### config.mk
export PLATFORM = sky130hd
export DESIGN_NAME = issue_scheduler_flat
export DESIGN_NICKNAME = d
export VERILOG_FILES = /design/src/rtl/issue_pkg.sv /design/src/rtl/issue_scheduler_if.sv /design/src/rtl/issue_scheduler.sv /design/src/flat_wrapper.sv
export SDC_FILE = /design/constraint.sdc
export NUM_CORES = 2
export LEC_CHECK = 0
export CORE_AREA = 4 4 498 500
export CTS_CLUSTER_SIZE = 40
export DETAILED_ROUTE_END_ITERATION = 16
export DIE_AREA = 0 0 502 504
export PLACE_DENSITY_LB_ADDON = 0.25
export SKIP_LAST_GASP = 1
export SLEW_MARGIN = 20
export SYNTH_ARGS = -nofsm -noshare
export SYNTH_HDL_FRONTEND = slang
export SYNTH_SLANG_ARGS = --single-unit
### constraint.sdc
create_clock -name clk -period 3.58 [get_ports clk]
set_input_delay 1.074 -clock clk [delete_from_list [all_inputs] [get_ports clk]]
set_output_delay 1.074 -clock clk [all_outputs]
set_load 0.02 [all_outputs]
### src/rtl/issue_pkg.sv
// Shared types for the issue scheduler: buffer entry layout,
// index/tag widths and unit encoding.
package issue_pkg;

    localparam int BUF_SIZE = 16;
    localparam int N_UNITS  = 4;
    localparam int IDX_W    = $clog2(BUF_SIZE);

    typedef logic [IDX_W-1:0] index_t;
    typedef logic [5:0]       spectag_t;

    typedef enum logic [1:0] {
        S_NOT_EXECUTED = 2'd0,
        S_EXECUTING    = 2'd1,
        S_DONE         = 2'd2
    } e_state_t;

    typedef enum logic [1:0] {
        U_ALU    = 2'd0,
        U_BRANCH = 2'd1,
        U_LOAD   = 2'd2,
        U_STORE  = 2'd3
    } unit_t;

    typedef struct packed {
        e_state_t    e_state;
        unit_t       unit;
        logic        J_rdy;
        logic        K_rdy;
        spectag_t    speculative_tag;
        logic [4:0]  dest;
        logic [31:0] pc;
    } entry_t;

endpackage

### src/rtl/issue_scheduler_if.sv
// Issue handshake between scheduler (master) and the four units (slave).
// Slot order: 0=ALU 1=BRANCH 2=LOAD 3=STORE.
interface issue_scheduler_if;
    import issue_pkg::*;

    logic   [N_UNITS-1:0] issue_valid;
    index_t [N_UNITS-1:0] issue_index;
    entry_t [N_UNITS-1:0] issue_entry;
    logic   [N_UNITS-1:0] issue_fire;
    logic   [N_UNITS-1:0] unit_ready;

    modport master (
        output issue_valid, issue_index, issue_entry, issue_fire,
        input  unit_ready
    );

    modport slave (
        input  issue_valid, issue_index, issue_entry, issue_fire,
        output unit_ready
    );

endinterface

### src/rtl/issue_scheduler.sv
// Picks the oldest ready entry per unit class and holds it in a per-unit
// slot until the unit accepts it; stores in order, loads behind stores,
// flush squashes slots by speculative tag.
// Ports: clk, rst_n (async low), entries (buffer, low index = older),
// flush/flush_spectag, iss (issue handshake, master), perf_issued/perf_stall.
// Optional: define ISSUE_PERF_CNT_EN to build the per-unit counters.
module issue_scheduler
    import issue_pkg::*;
(
    input  logic                      clk,
    input  logic                      rst_n,
    input  entry_t [BUF_SIZE-1:0]     entries,
    input  logic                      flush,
    input  spectag_t                  flush_spectag,
    issue_scheduler_if.master         iss,
    output logic [N_UNITS-1:0][31:0]  perf_issued,
    output logic [N_UNITS-1:0][31:0]  perf_stall
);

    logic   [N_UNITS-1:0]  valid_q;
    index_t [N_UNITS-1:0]  idx_q;
    entry_t [N_UNITS-1:0]  ent_q;

    logic   [BUF_SIZE-1:0] held;
    logic   [N_UNITS-1:0]  found;
    index_t [N_UNITS-1:0]  pick;
    logic   [N_UNITS-1:0]  squash;
    logic   [N_UNITS-1:0]  fire;
    logic   [N_UNITS-1:0]  load;
    logic   [N_UNITS-1:0]  clear;

    // An entry sitting in any valid slot must not be picked again.
    always_comb begin
        held = '0;
        for (int i = 0; i < BUF_SIZE; i++) begin
            for (int u = 0; u < N_UNITS; u++) begin
                if (valid_q[u] && idx_q[u] == index_t'(i))
                    held[i] = 1'b1;
            end
        end
    end

    // Single oldest-first scan. store_seen marks the oldest pending
    // store (only it may issue); load_block goes high once any older
    // pending or slot-held store has been passed.
    always_comb begin : sel
        entry_t e;
        logic   pend;
        logic   go;
        logic   store_seen;
        logic   load_block;
        e          = '0;
        pend       = 1'b0;
        go         = 1'b0;
        store_seen = 1'b0;
        load_block = 1'b0;
        found      = '0;
        pick       = '0;
        for (int i = 0; i < BUF_SIZE; i++) begin
            e    = entries[i];
            pend = (e.e_state == S_NOT_EXECUTED);
            go   = pend && e.J_rdy && e.K_rdy && !held[i];
            unique case (e.unit)
                U_ALU: begin
                    if (go && !found[0]) begin
                        found[0] = 1'b1;
                        pick[0]  = index_t'(i);
                    end
                end
                U_BRANCH: begin
                    if (go && !found[1]) begin
                        found[1] = 1'b1;
                        pick[1]  = index_t'(i);
                    end
                end
                U_LOAD: begin
                    if (go && !found[2] && !load_block) begin
                        found[2] = 1'b1;
                        pick[2]  = index_t'(i);
                    end
                end
                U_STORE: begin
                    if (pend && !store_seen) begin
                        store_seen = 1'b1;
                        if (go) begin
                            found[3] = 1'b1;
                            pick[3]  = index_t'(i);
                        end
                    end
                end
                default: ;
            endcase
            if ((pend && e.unit == U_STORE) ||
                (valid_q[3] && idx_q[3] == index_t'(i)))
                load_block = 1'b1;
        end
    end

    // A squashed slot never reports fire; survivors may still fire
    // during a flush but nothing reloads that cycle.
    always_comb begin
        squash = '0;
        fire   = '0;
        load   = '0;
        clear  = '0;
        for (int u = 0; u < N_UNITS; u++) begin
            squash[u] = flush && valid_q[u] &&
                        |(ent_q[u].speculative_tag & flush_spectag);
            fire[u]   = valid_q[u] && iss.unit_ready[u] && !squash[u];
            load[u]   = !flush && (!valid_q[u] || fire[u]) && found[u];
            clear[u]  = squash[u] || fire[u];
        end
    end

    always_ff @(posedge clk or negedge rst_n) begin
        if (!rst_n) begin
            valid_q <= '0;
            idx_q   <= '0;
            ent_q   <= '0;
        end else begin
            for (int u = 0; u < N_UNITS; u++) begin
                if (load[u]) begin
                    valid_q[u] <= 1'b1;
                    idx_q[u]   <= pick[u];
                    ent_q[u]   <= entries[pick[u]];
                end else if (clear[u]) begin
                    valid_q[u] <= 1'b0;
                end
            end
        end
    end

    assign iss.issue_valid = valid_q;
    assign iss.issue_index = idx_q;
    assign iss.issue_entry = ent_q;
    assign iss.issue_fire  = fire;

`ifdef ISSUE_PERF_CNT_EN
    logic [N_UNITS-1:0][31:0] issued_q;
    logic [N_UNITS-1:0][31:0] stall_q;

    always_ff @(posedge clk or negedge rst_n) begin
        if (!rst_n) begin
            issued_q <= '0;
            stall_q  <= '0;
        end else begin
            for (int u = 0; u < N_UNITS; u++) begin
                issued_q[u] <= issued_q[u] + {31'd0, fire[u]};
                stall_q[u]  <= stall_q[u] +
                    {31'd0, valid_q[u] & ~iss.unit_ready[u]};
            end
        end
    end

    assign perf_issued = issued_q;
    assign perf_stall  = stall_q;
`else
    assign perf_issued = '0;
    assign perf_stall  = '0;
`endif

endmodule

### src/flat_wrapper.sv
// flat-port wrapper written by rule: the top's interface ports become plain ports
module issue_scheduler_flat import issue_pkg::*;
  (clk, rst_n, entries, flush, flush_spectag, perf_issued, perf_stall, iss_issue_valid, iss_issue_index, iss_issue_entry, iss_issue_fire, iss_unit_ready);
  issue_scheduler_if iss_i ();
  input  logic clk;
  input  logic rst_n;
  input  entry_t [BUF_SIZE-1:0] entries;
  input  logic flush;
  input  spectag_t flush_spectag;
  output logic [N_UNITS-1:0][31:0] perf_issued;
  output logic [N_UNITS-1:0][31:0] perf_stall;
  output wire logic [$bits(iss_i.issue_valid)-1:0] iss_issue_valid;
  output wire logic [$bits(iss_i.issue_index)-1:0] iss_issue_index;
  output wire logic [$bits(iss_i.issue_entry)-1:0] iss_issue_entry;
  output wire logic [$bits(iss_i.issue_fire)-1:0] iss_issue_fire;
  input wire logic [$bits(iss_i.unit_ready)-1:0] iss_unit_ready;
  assign iss_issue_valid = iss_i.issue_valid;
  assign iss_issue_index = iss_i.issue_index;
  assign iss_issue_entry = iss_i.issue_entry;
  assign iss_issue_fire = iss_i.issue_fire;
  assign iss_i.unit_ready = iss_unit_ready;
  issue_scheduler u_core (.clk(clk), .rst_n(rst_n), .entries(entries), .flush(flush), .flush_spectag(flush_spectag), .iss(iss_i), .perf_issued(perf_issued), .perf_stall(perf_stall));
endmodule
==> flow_summary.toml <==
[outcome]
status = "finished, violations left"
violations = "setup timing"

[min_path]
holdCritPathClass = "primary input to asynchronous set/reset pin"

[sta]
worst_slack_ns = -0.414
clock.fmax_mhz = 250
layout_min_cycle_time_ns = 3.99
worstMarginPinSlew_ns = 0.853
tns_ns = -52.21
setup_viol = 177
rsz0062_at_grt = "yes"
timing.hold.ws_ns = 0.389
fin_worst_skew_ns = 0.0293
hold_viol = 0
slew_headroom_pct = 43.0
fin_crit_sh_pct = 112
report.final.slew_viol_count = 0

[worst_setup_path]
arrival_ns = 4.50
cp_max_fo = 5
slowest_stage = "or4_4"
crit_chain = "buf_6, buf_8, nand3b_1, buf_4, o2111ai_4, or4_4, buf_6, o22ai_4, buf_6, inv_1, a31o_4, buf_12, buf_12, buf_16, buf_4, mux4_2, o22ai_2, nor4_2"
start_kind = "flop"
crit_type = "flop to flop"
cp_slowest_stage_delay_ns = 0.57
cp_data_required_time_ns = 4.09
end_kind = "flop"
path_common_cell = "buf_6"

[global_routing]
grt_start_max_net_pins = 51
grt_usage_pct = 27.9
antenna_found_initial = 140
grt_pass1_vias = 53329
grt_pass1_wl_um = 486000
grt-ovfl-total = 0

[synthesis]
ys_warn_count = 0
synth_mux_area_share_pct = 17.7
syn_avg_cell_area_sq_um = 6.95
synth_compound_area_share_pct = 27.0
ys_types = 92
synth_area_leaders = "dfrtp_1 (15%), nand2_1 (14%), mux2i_1 (11%)"
yosysSeqAreaShare_pct = 15.2
netlist_area_sq_mm = 0.0357
async_flop_share_pct = 100
synthCells = 5133
netlist.area_leader.share_pct = 15.2
yosys.area_share.simple_pct = 27.9
synth_common_cells = "nand2_1 (1,326), mux2i_1 (379), clkbuf_1 (302)"
synth_edf_count = 0
synth_top_family_by_area = "simple AND/OR/NAND/NOR gates"
ys.flop_type = "dfrtp_1"
synth_most_common_cell = "nand2_1"
yosys.area.top_type = "dfrtp_1"
ys_ff_latch = 216
synthXorXnorAreaFrac_pct = 0
synth_fa_ha_area_share_pct = 0

[run]
drv_cap = 0

[die]
die_area_sq_mm = 0.253
std_cell_rows = 181
num_io_pins = 1273
core_area_sq_mm = 0.243
die_w_um = 502
die_h_um = 504
initial_utilization_pct = 14.7

[place]
gp_congestion = 0.954
dp_hpwl_um = 271000
io_buffers = 1016

[clock_tree]
cts_tree = "yes"
clk_pin_slew_ns = 0.06
cts.path.max_buffers = 3
clock_latency_ns = 0.67
clkSinkCount = 216
root_buffer = "clkbuf_16"
cts_max_level = 2
hold_buffers = 0
numCtsBuffers = 43

[final_layout]
syn_to_final_growth_pct = 93.9
drive_gt1_share_pct = 30.8
final_nets = 7852

[routing]
routed_via_density = 5.33
drc_errors = 0
vias = 55190
drtIter0Drc = 7071
ant_nets = 0
wl_per_cell_um = 36.5
drtPass1Iterations = 8
drt_wl_total_um = 378000

[pwr]
power.density_mw_per_mm2 = 337
peakVddDrop_v = 0.000345
leakagePower_nw = 29.5
logic make-up (layout without fill, tap and decap cells):
logic type / Yosys count / after routing
DFF: 216 / 216
buffers and inverters: 843 / 2542
muxes: 557 / 557
other: 1 / 330
and+or+nand+nor: 2201 / 2201
AOI/OAI and AO/OA: 1315 / 1315
critical path, delay by kind of cell, from the launching register on:
kind | cells | cell delay (ns)
multiplexers | 1 | 0.33
buffers and inverters | 10 | 1.33
flip-flops | 1 | 0.47
AO/OA/AOI/OAI | 4 | 0.65
AND/OR/NAND/NOR | 3 | 1.06
stage by stage:
step	utilization [%]	setup slack, ns	instance area, sq um	instances	power (mW)
6_report	28.5	-0.414	69100	10363	23.3
5_1_grt	28.4	-0.513	69100	10349	24.1
3_5_place_dp	23.4	-1.96	56900	9768	16.4
2_1_floorplan	-	-0.350	37400	5388	9.13
4_1_cts	27.5	-0.366	66700	10224	22.8
3_3_place_gp	23.4	-2.30	56900	9768	16.4
path summary, 6_finish.rpt:
kind                                                         start                                       to  slack, ns  depth (start not counted)
max                         u_core.iss.issue_index[11]$_DFFE_PN0P_   u_core.iss.issue_entry[90]$_DFFE_PN0P_      -0.41                         18
min                                                          rst_n    u_core.iss.issue_entry[1]$_DFFE_PN0P_       0.39                          1
max reg2reg                 u_core.iss.issue_index[11]$_DFFE_PN0P_   u_core.iss.issue_entry[90]$_DFFE_PN0P_      -0.41                         18
min reg2reg                u_core.iss.issue_entry[144]$_DFFE_PN0P_  u_core.iss.issue_entry[144]$_DFFE_PN0P_       0.47                          1
max in group asynchronous                                    rst_n   u_core.iss.issue_entry[92]$_DFFE_PN0P_       2.19                          3
min in group clk           u_core.iss.issue_entry[144]$_DFFE_PN0P_  u_core.iss.issue_entry[144]$_DFFE_PN0P_       0.47                          1
registers in the layout, summed over array words and instances (netlist names):
register and count:
u_core.iss.issue_index 16, u_core.iss.issue_valid 4, u_core.iss.issue_entry 196
where the power goes:
part	total, mW	internal (mW)	switching [mW]
combinational	14.0	6.49	7.50
sequential	4.67	3.38	1.29
clock	4.64	2.65	1.99
routing by layer:
metal  vias up  part of all wire, %  global-route usage (%)
met5         -                0.079                       0
met4        46                  6.4                    14.7
met3      1019                   11                    7.36
met2      4495                   44                    44.0
met1     27018                   39                    34.6
li1      22612                    -                       -
area by class of cell:
class	instances	area, sq um
flip-flops and latches	216	5410
clock buffers	66	1270
fillers	26071	174000
well taps	3202	4010
inverters	116	435
diodes	74	185
clock inverters	11	148
multi-input cells	4329	30600
repair buffers	2349	27100
repair_timing:
item                       in CTS  in global routing
pin swaps                     351                268
resized for setup             827                370
cloned                         86                 16
setup endpoints to repair     218                187
buffers inserted              313                 80
placed cells by master, fill, tap and decap left out, types with 111 or more instances in the layout:
cell type | netlist | final
a21oi_1 | 242 | 215
a32oi_1 | 180 | 115
buf_12 | 0 | 285
buf_4 | 283 | 745
buf_6 | 2 | 129
clkdlybuf4s50_1 | 0 | 940
conb_1 | 1 | 256
dfrtp_1 | 216 | 210
inv_1 | 115 | 115
mux2i_1 | 379 | 362
nand2_1 | 1326 | 1294
nand3_1 | 301 | 285
nor2_1 | 137 | 111
o211ai_1 | 291 | 291
(Power assumes the default switching activity.)
